`config.mk`:
```
export PLATFORM = sky130hd
export DESIGN_NAME = instr_fetch
export DESIGN_NICKNAME = d
export VERILOG_FILES = /design/src/rtl/instr_fetch.sv
export SDC_FILE = /design/constraint.sdc
export NUM_CORES = 1
export LEC_CHECK = 0
export CAP_MARGIN = 20
export CORE_ASPECT_RATIO = 1.25
export CORE_UTILIZATION = 40
export DETAILED_ROUTE_END_ITERATION = 12
export HOLD_SLACK_MARGIN = 0.15
export PLACE_DENSITY = 0.81
export SYNTH_ARGS = -nofsm -noshare
export SYNTH_HDL_FRONTEND = slang
export SYNTH_SLANG_ARGS = --single-unit
export TNS_END_PERCENT = 100
```
`constraint.sdc`:
```
create_clock -name clk -period 2.4 [get_ports clk]
set_clock_uncertainty 0.1 [all_clocks]
set_input_delay 0.24 -clock clk [delete_from_list [all_inputs] [get_ports clk]]
set_output_delay 0.24 -clock clk [all_outputs]
set_load 0.1 [all_outputs]
```
`src/rtl/instr_fetch.sv`:
```
// Instruction fetch stage: PC sequencing, branch/jump redirect, stall hold,
// and halt once the PC runs past the end of the instruction ROM.
module instr_fetch #(
    parameter logic [31:0] RESET_PC  = 32'h0000_0000,
    parameter logic [31:0] HALT_ADDR = 32'h0000_0400
) (
    input  logic        clk,
    input  logic        reset,
    input  logic        stall,
    input  logic        branch_taken,
    input  logic [15:0] branch_offset,
    input  logic        jump,
    input  logic [25:0] jump_index,
    output logic [31:0] imem_addr,
    input  logic [31:0] imem_data,
    output logic [31:0] if_instr,
    output logic [31:0] if_pc_plus4,
    output logic        if_valid,
    output logic        halted,
    output logic [31:0] fetch_count
);

    typedef enum logic [0:0] {
        RUN  = 1'b0,
        HALT = 1'b1
    } state_t;

    state_t      state_q, state_d;
    logic [31:0] pc_q, pc_d;
    logic [31:0] if_instr_q, if_instr_d;
    logic [31:0] if_pc_plus4_q, if_pc_plus4_d;
    logic        if_valid_q, if_valid_d;
    logic        halted_q, halted_d;
    logic [31:0] fetch_count_q, fetch_count_d;

    logic [31:0] branch_target_s;
    logic [31:0] jump_target_s;
    logic [31:0] redirect_target_s;
    logic        redirect_s;

    // Both targets are relative to the instruction now sitting in IF/ID.
    assign branch_target_s   = if_pc_plus4_q + {{14{branch_offset[15]}}, branch_offset, 2'b00};
    assign jump_target_s     = {if_pc_plus4_q[31:28], jump_index, 2'b00};
    assign redirect_s        = jump | branch_taken;
    assign redirect_target_s = jump ? jump_target_s : branch_target_s;

    // Next-state logic for the PC, the IF/ID register and the run/halt FSM.
    always_comb begin
        state_d       = state_q;
        pc_d          = pc_q;
        if_instr_d    = if_instr_q;
        if_pc_plus4_d = if_pc_plus4_q;
        if_valid_d    = if_valid_q;
        halted_d      = halted_q;
        fetch_count_d = fetch_count_q;
        case (state_q)
            RUN: begin
                halted_d = 1'b0;
                if (redirect_s) begin
                    pc_d       = redirect_target_s;
                    if_instr_d = 32'h0000_0000;
                    if_valid_d = 1'b0;
                end else if (stall) begin
                    pc_d = pc_q;
                end else if (pc_q < HALT_ADDR) begin
                    if_instr_d    = imem_data;
                    if_pc_plus4_d = pc_q + 32'd4;
                    if_valid_d    = 1'b1;
                    pc_d          = pc_q + 32'd4;
                    fetch_count_d = fetch_count_q + 32'd1;
                end else begin
                    if_instr_d = 32'h0000_0000;
                    if_valid_d = 1'b0;
                    state_d    = HALT;
                    halted_d   = 1'b1;
                end
            end
            HALT: begin
                if_valid_d = 1'b0;
                halted_d   = 1'b1;
            end
            default: begin
                state_d  = RUN;
                halted_d = 1'b0;
            end
        endcase
    end

    // State registers with synchronous reset taking priority over everything.
    always_ff @(posedge clk) begin
        if (reset) begin
            state_q       <= RUN;
            pc_q          <= RESET_PC;
            if_instr_q    <= 32'h0000_0000;
            if_pc_plus4_q <= 32'h0000_0000;
            if_valid_q    <= 1'b0;
            halted_q      <= 1'b0;
            fetch_count_q <= 32'h0000_0000;
        end else begin
            state_q       <= state_d;
            pc_q          <= pc_d;
            if_instr_q    <= if_instr_d;
            if_pc_plus4_q <= if_pc_plus4_d;
            if_valid_q    <= if_valid_d;
            halted_q      <= halted_d;
            fetch_count_q <= fetch_count_d;
        end
    end

    assign imem_addr   = pc_q;
    assign if_instr    = if_instr_q;
    assign if_pc_plus4 = if_pc_plus4_q;
    assign if_valid    = if_valid_q;
    assign halted      = halted_q;
    assign fetch_count = fetch_count_q;

endmodule

```
# Word level (Yosys, flattened, before mapping)
# Index checks and enable logic that the tools add are counted.
# totals
n_memories,0
latch_bits,0
inputBits,79
mem_bits_rw,0
reg_bits,131
romBits,0
# classes
n_reduce_logical,4
n_addsub,3
shift,0
bitwise_logic,4
order_cmp,1
mux,16
multipliers,0
eq_ne,2
n_div,0
# ops
operator,count
$mux 32,7
$add 32x1->32 const B,1
$add 32x3->32 const B,1
$add 32x32->32,1
$lt 32x11->1 const B,1
$mux 1,7
$pmux 1 s2,2
$reduce_and 4->1,1
$ne 3x3->1 const B,1
$not 1->1,3
$reduce_and 3->1,1
$ne 2x1->1 const B,1
$reduce_and 2->1,1
$reduce_bool 2->1,1
$or 1x1->1,1

# Longest topological paths before layout
# logic_depth
word_depth,5
ltp_mapped,10
ltp_nobuf,10

# Worst setup path before layout
# OpenSTA, ideal clock, no wires.
# synth_path
kind,register to register
startpoint,"register if_pc_plus4_q[16], in the netlist if_pc_plus4[16]"
endpoint,"register pc_q[31], in the netlist imem_addr[31]"
stages_incl_launch_ff,10
n_path_buf,0
t_required_ps,2238
period_less_slack_ps,3336
setup_ps,62
setup_slack_ps,-936
arrival_ps,3173
path_cell_list,dfxtp_1 ha_1 a21o_1 o21bai_1 a211o_1 a22o_1 a311o_1 a21o_1 a2111oi_0 nand3b_1
# synth_between
elab_chain_len,3
# synth_rtl
item,line_no,text
from (decl),31,"logic [31:0] if_pc_plus4_q, if_pc_plus4_d;"
from (signal assigned),103,if_pc_plus4_q <= if_pc_plus4_d;
$add 32x32->32,42,"assign branch_target_s = if_pc_plus4_q + {{14{branch_offset[15]}}, branch_offset, 2'b00};"
$mux 32,45,assign redirect_target_s = jump ? jump_target_s : branch_target_s;
$mux 32,59,if (redirect_s) begin
to (signal assigned),101,pc_q <= pc_d;
to (decl),29,"logic [31:0] pc_q, pc_d;"
# Every way passes these cells.
# A chain may end at the register's enable or synchronous reset.

# Worst setup path in the final report
# layout_path
startpoint,"register if_pc_plus4_q[18], in the netlist if_pc_plus4[18]"
endpoint,"register pc_q[31], in the netlist imem_addr[31]"
# The elaborated chain is that of the path after synthesis.

==> metrics list <==
* Detailed placer's ending HPWL: 17900 um
* Final Instance Count excl. Fillers: 1491
- The initial utilization of the core area, before any placement, comes to 40.7%.
* CTS tree: yes
- RSZ-0062 raised after global routing: true
- In the synthesized netlist the dominant register cell turns out to be dfxtp_1.
- The total count of hold-check failures in the final report was 0.
- For this design the total switching power over the nets is 0.00195 W.
- The die is 151 um tall.
* Number of H-tree levels: 4
- The first detailed-routing pass ran for 5 iterations.
- Dpl cells: between 1000 and 1500
- Lkg Pwr: 5.13 nW
* Total number of vias: 8255
- Mean routed wirelength per cell: between 15 and 20 um
* Cell types occupying the most area after synthesis: dfxtp_1, nand2_1, a21oi_1, ha_1, nor2_1
- Number of cells produced by synthesis: 895
- Global routing used 26.6% of the available tracks.
- Commonest non-fill, non-tap cell in the layout: buf_4
- Headroom to the max-slew limit came out at 69.5%.
- Yosys warning total: 0
- Across the run, the number of max-cap violations was 0.
- Summed over all instances, the cell type with the most area after synthesis is dfxtp_1.
- Counting flops and latches in the post-synthesis netlist gives 130.
- X dimension of the die: 121 um
* Number of enable-type register cells in the synthesized netlist: 0
* Crit-path max FO: 4
- Averaged over all synthesized cells, the footprint is 7.93 sq um.
- CTS placed an instance of clkbuf_16 at the clock tree root.
* Final min period: 2580 ps
- Final Core Density: 67.7%
* Number of top-level pins: 209
- Counting along the longest clock path gives a buffer depth of 2.
- For this run, the register share of the synthesized area comes to 36.7%.
- Min setup slack post-route: -176 ps
- STA classifies the critical path startpoint as a flop.
* Total grt overflow: 0
* Arrival time at the worst endpoint: 2830 ps
- The top cell type by area accounts for a little over a third of the synthesized area.
* Async set or reset register ratio after synthesis: 0%
- Counting every net in the synthesized netlist gives 1006.
* Worst hold path depth: 3
- Netlist cell types: 59
- Buffers placed on the I/O ports in this run total 208.
- The initial antenna violation count came to 0.
* Pwr/cell area: 512 mW/mm^2
- CTS buffer count: 17
- For this design, the sink count on the clock tree is 130.
- DR vias/cell: 5.54
- Vias in the first global route: between 7000 and 8000
- For this run, the top clock speed supported by timing is slightly below 400 MHz.
- The top cell types in the final layout, fill and taps aside, are buf_4, nand2_1, nor2_1, clkdlybuf4s50_1, a21oi_1.
- Of the total power, registers draw 37.3%.
- Share of total power in combinational logic: 21.8%
- Core footprint: 0.0174 sq mm
- Pin count of the biggest net entering global routing: 87
- Net count of the finished layout: between 1000 and 1500
- At the worst endpoint, the required time is 2660 ps.
- Crit. End Element: flop
- Cell internal power was estimated by the tool at around 0.0041 W.
* Switching power as a share of total power: 32.2%
- Share of layout cells above drive strength 1: 39.9%
* Syn-to-layout area delta: 66.3%
- Kind of critical path: flop to flop
- Across the VDD grid, the largest voltage drop is 411 uV.
* Final worst-path cycle share: 107%
- Violations in the final reports: setup timing
- Setup violations remaining at the end of the flow were counted as 17.
- Depth of the most critical reg-to-reg path: 9
- Sum of routed wire length over all layers: 25500 um
* Clock latency of the later-clocked register in the worst-skew pair: 420 ps
- The number of antenna diodes in the final layout is 0.
* Count of nets left with antenna violations after detail routing: 0
- The die covers 0.0183 sq mm.
* Number of max-slew violations in the final report: 0
- Result of the run: finished, violations left
* Final hold slack: approximately 280 ps
- For this run, design rule violations remaining after detail routing come to 0.
* Clock slew at reported path FFs: around 60 ps
- At the pin with the least slew margin, the transition time is between 400 and 500 ps.
- Synthesized area: 0.00710 sq mm
* DR iter-0 viols: ~650
* Wire length of the first global-routing pass: approximately 38000 um
- Routability congestion estimate: about 0.87
- The clock network burns 40.9% of the power.
* Worst min-delay path class: primary input to flop
- Row generation in the floorplan step produced 54 rows.
[Yosys cell counts, types with 3 or more instances]
cell type / instances
nor3_1: 13
o211ai_1: 4
a31oi_1: 6
nor2b_1: 6
nand4_1: 10
xor2_1: 38
buf_2: 6
a211oi_1: 26
nor4_1: 8
and4_1: 9
o31ai_1: 3
nand3_1: 65
clkbuf_1: 40
or3_1: 9
ha_1: 31
a21boi_1: 3
o21bai_1: 4
mux2i_1: 7
and2_1: 24
o21a_1: 5
a211o_1: 5
nand2b_1: 5
nand2_1: 118
and3_1: 15
inv_1: 12
o21ai_0: 13
dfxtp_1: 130
a21oi_1: 86
nor2_1: 91
o221ai_1: 3
xnor2_1: 25
a21o_1: 23
buf_1: 3
o21ai_1: 12
[power groups by stage]
stage | registers [W] | logic, W | clock network (W)
after detailed placement | 0.00229 | 0.00124 | 0
final | 0.00226 | 0.00132 | 0.00247
after global routing | 0.00226 | 0.00138 | 0.00260
after global placement | 0.00229 | 0.00123 | 0
after CTS | 0.00225 | 0.00128 | 0.00251
after floorplan | 0.00268 | 0.000358 | 0
[logic make-up (layout without fill, tap and decap cells)]
| kind of cell | count (synthesis) | count (layout) | synth area share, % |
|---|---|---|---|
| simple gates | 382 | 382 | 25.5 |
| compound gates | 220 | 220 | 20.0 |
| flops | 130 | 130 | 36.7 |
| xor+xnor | 63 | 63 | 7.77 |
| buf+inv | 61 | 433 | 3.33 |
| fa+ha+maj | 32 | 32 | 5.74 |
| mux | 7 | 7 | 0.987 |
[area by class of cell]
cell class,instances,area (sq um)
multi-input combinational,704,4900
tap,224,280
timing repair buffer,389,3250
fill,1360,5620
sequential,130,2770
clock inverter,13,96.3
clock buffer,19,464
inverter,12,45.0
[repair_timing]
item | CTS | global route
setup endpoints to repair | 45 | 78
pin swaps | 17 | 48
gates cloned | 1 | 1
hold buffers | 1 | 0
endpoints found under the hold margin | 14 | 0
gates resized for setup | 41 | 57
buffers inserted | 8 | 13
[worst max-delay path, stage by stage (launching register included)]
cell and delay, ps:
dfxtp_4 360, ha_4 220, and3_1 190, o21a_1 200, a211o_1 310, a22o_1 210, a311o_1 310, a21o_1 200
a2111oi_2 280, nand3b_1 150
[registers in the layout (all words and copies together), names as in the netlist]
| name | cells |
|---|---|
| if_valid | 1 |
| if_pc_plus4 | 32 |
| if_instr | 32 |
| fetch_count | 32 |
| state_q | 1 |
| imem_addr | 32 |
[worst paths after layout]
check	endpoint	from	slack, ps
min	if_instr[8]	imem_data[8]	280
max	imem_addr[31]	if_pc_plus4[18]	-180
max reg2reg	imem_addr[31]	if_pc_plus4[18]	-180
min reg2reg	if_instr[29]	if_instr[29]	350
[per-layer routing]
metal  track usage, %  wire length (um)  vias up
met3             5.12              1620       76
met4             11.2               801        0
met2             47.3             13000      326
met5                0                 0        -
met1             30.9             10100     3932
li1                 -                 -     3921
[stage by stage]
stage	power [W]	cell area, sq um	setup slack [ps]	setup TNS, ps
floorplan	0.00304	7470	-298	-1240
global placement	0.00352	10500	-705	-11820
detailed placement	0.00353	10500	-723	-12850
CTS	0.00604	11400	-168	-1030
global route	0.00625	11800	-255	-3970
finish	0.00605	11800	-176	-1630
Power figures use the tool's default switching activity.
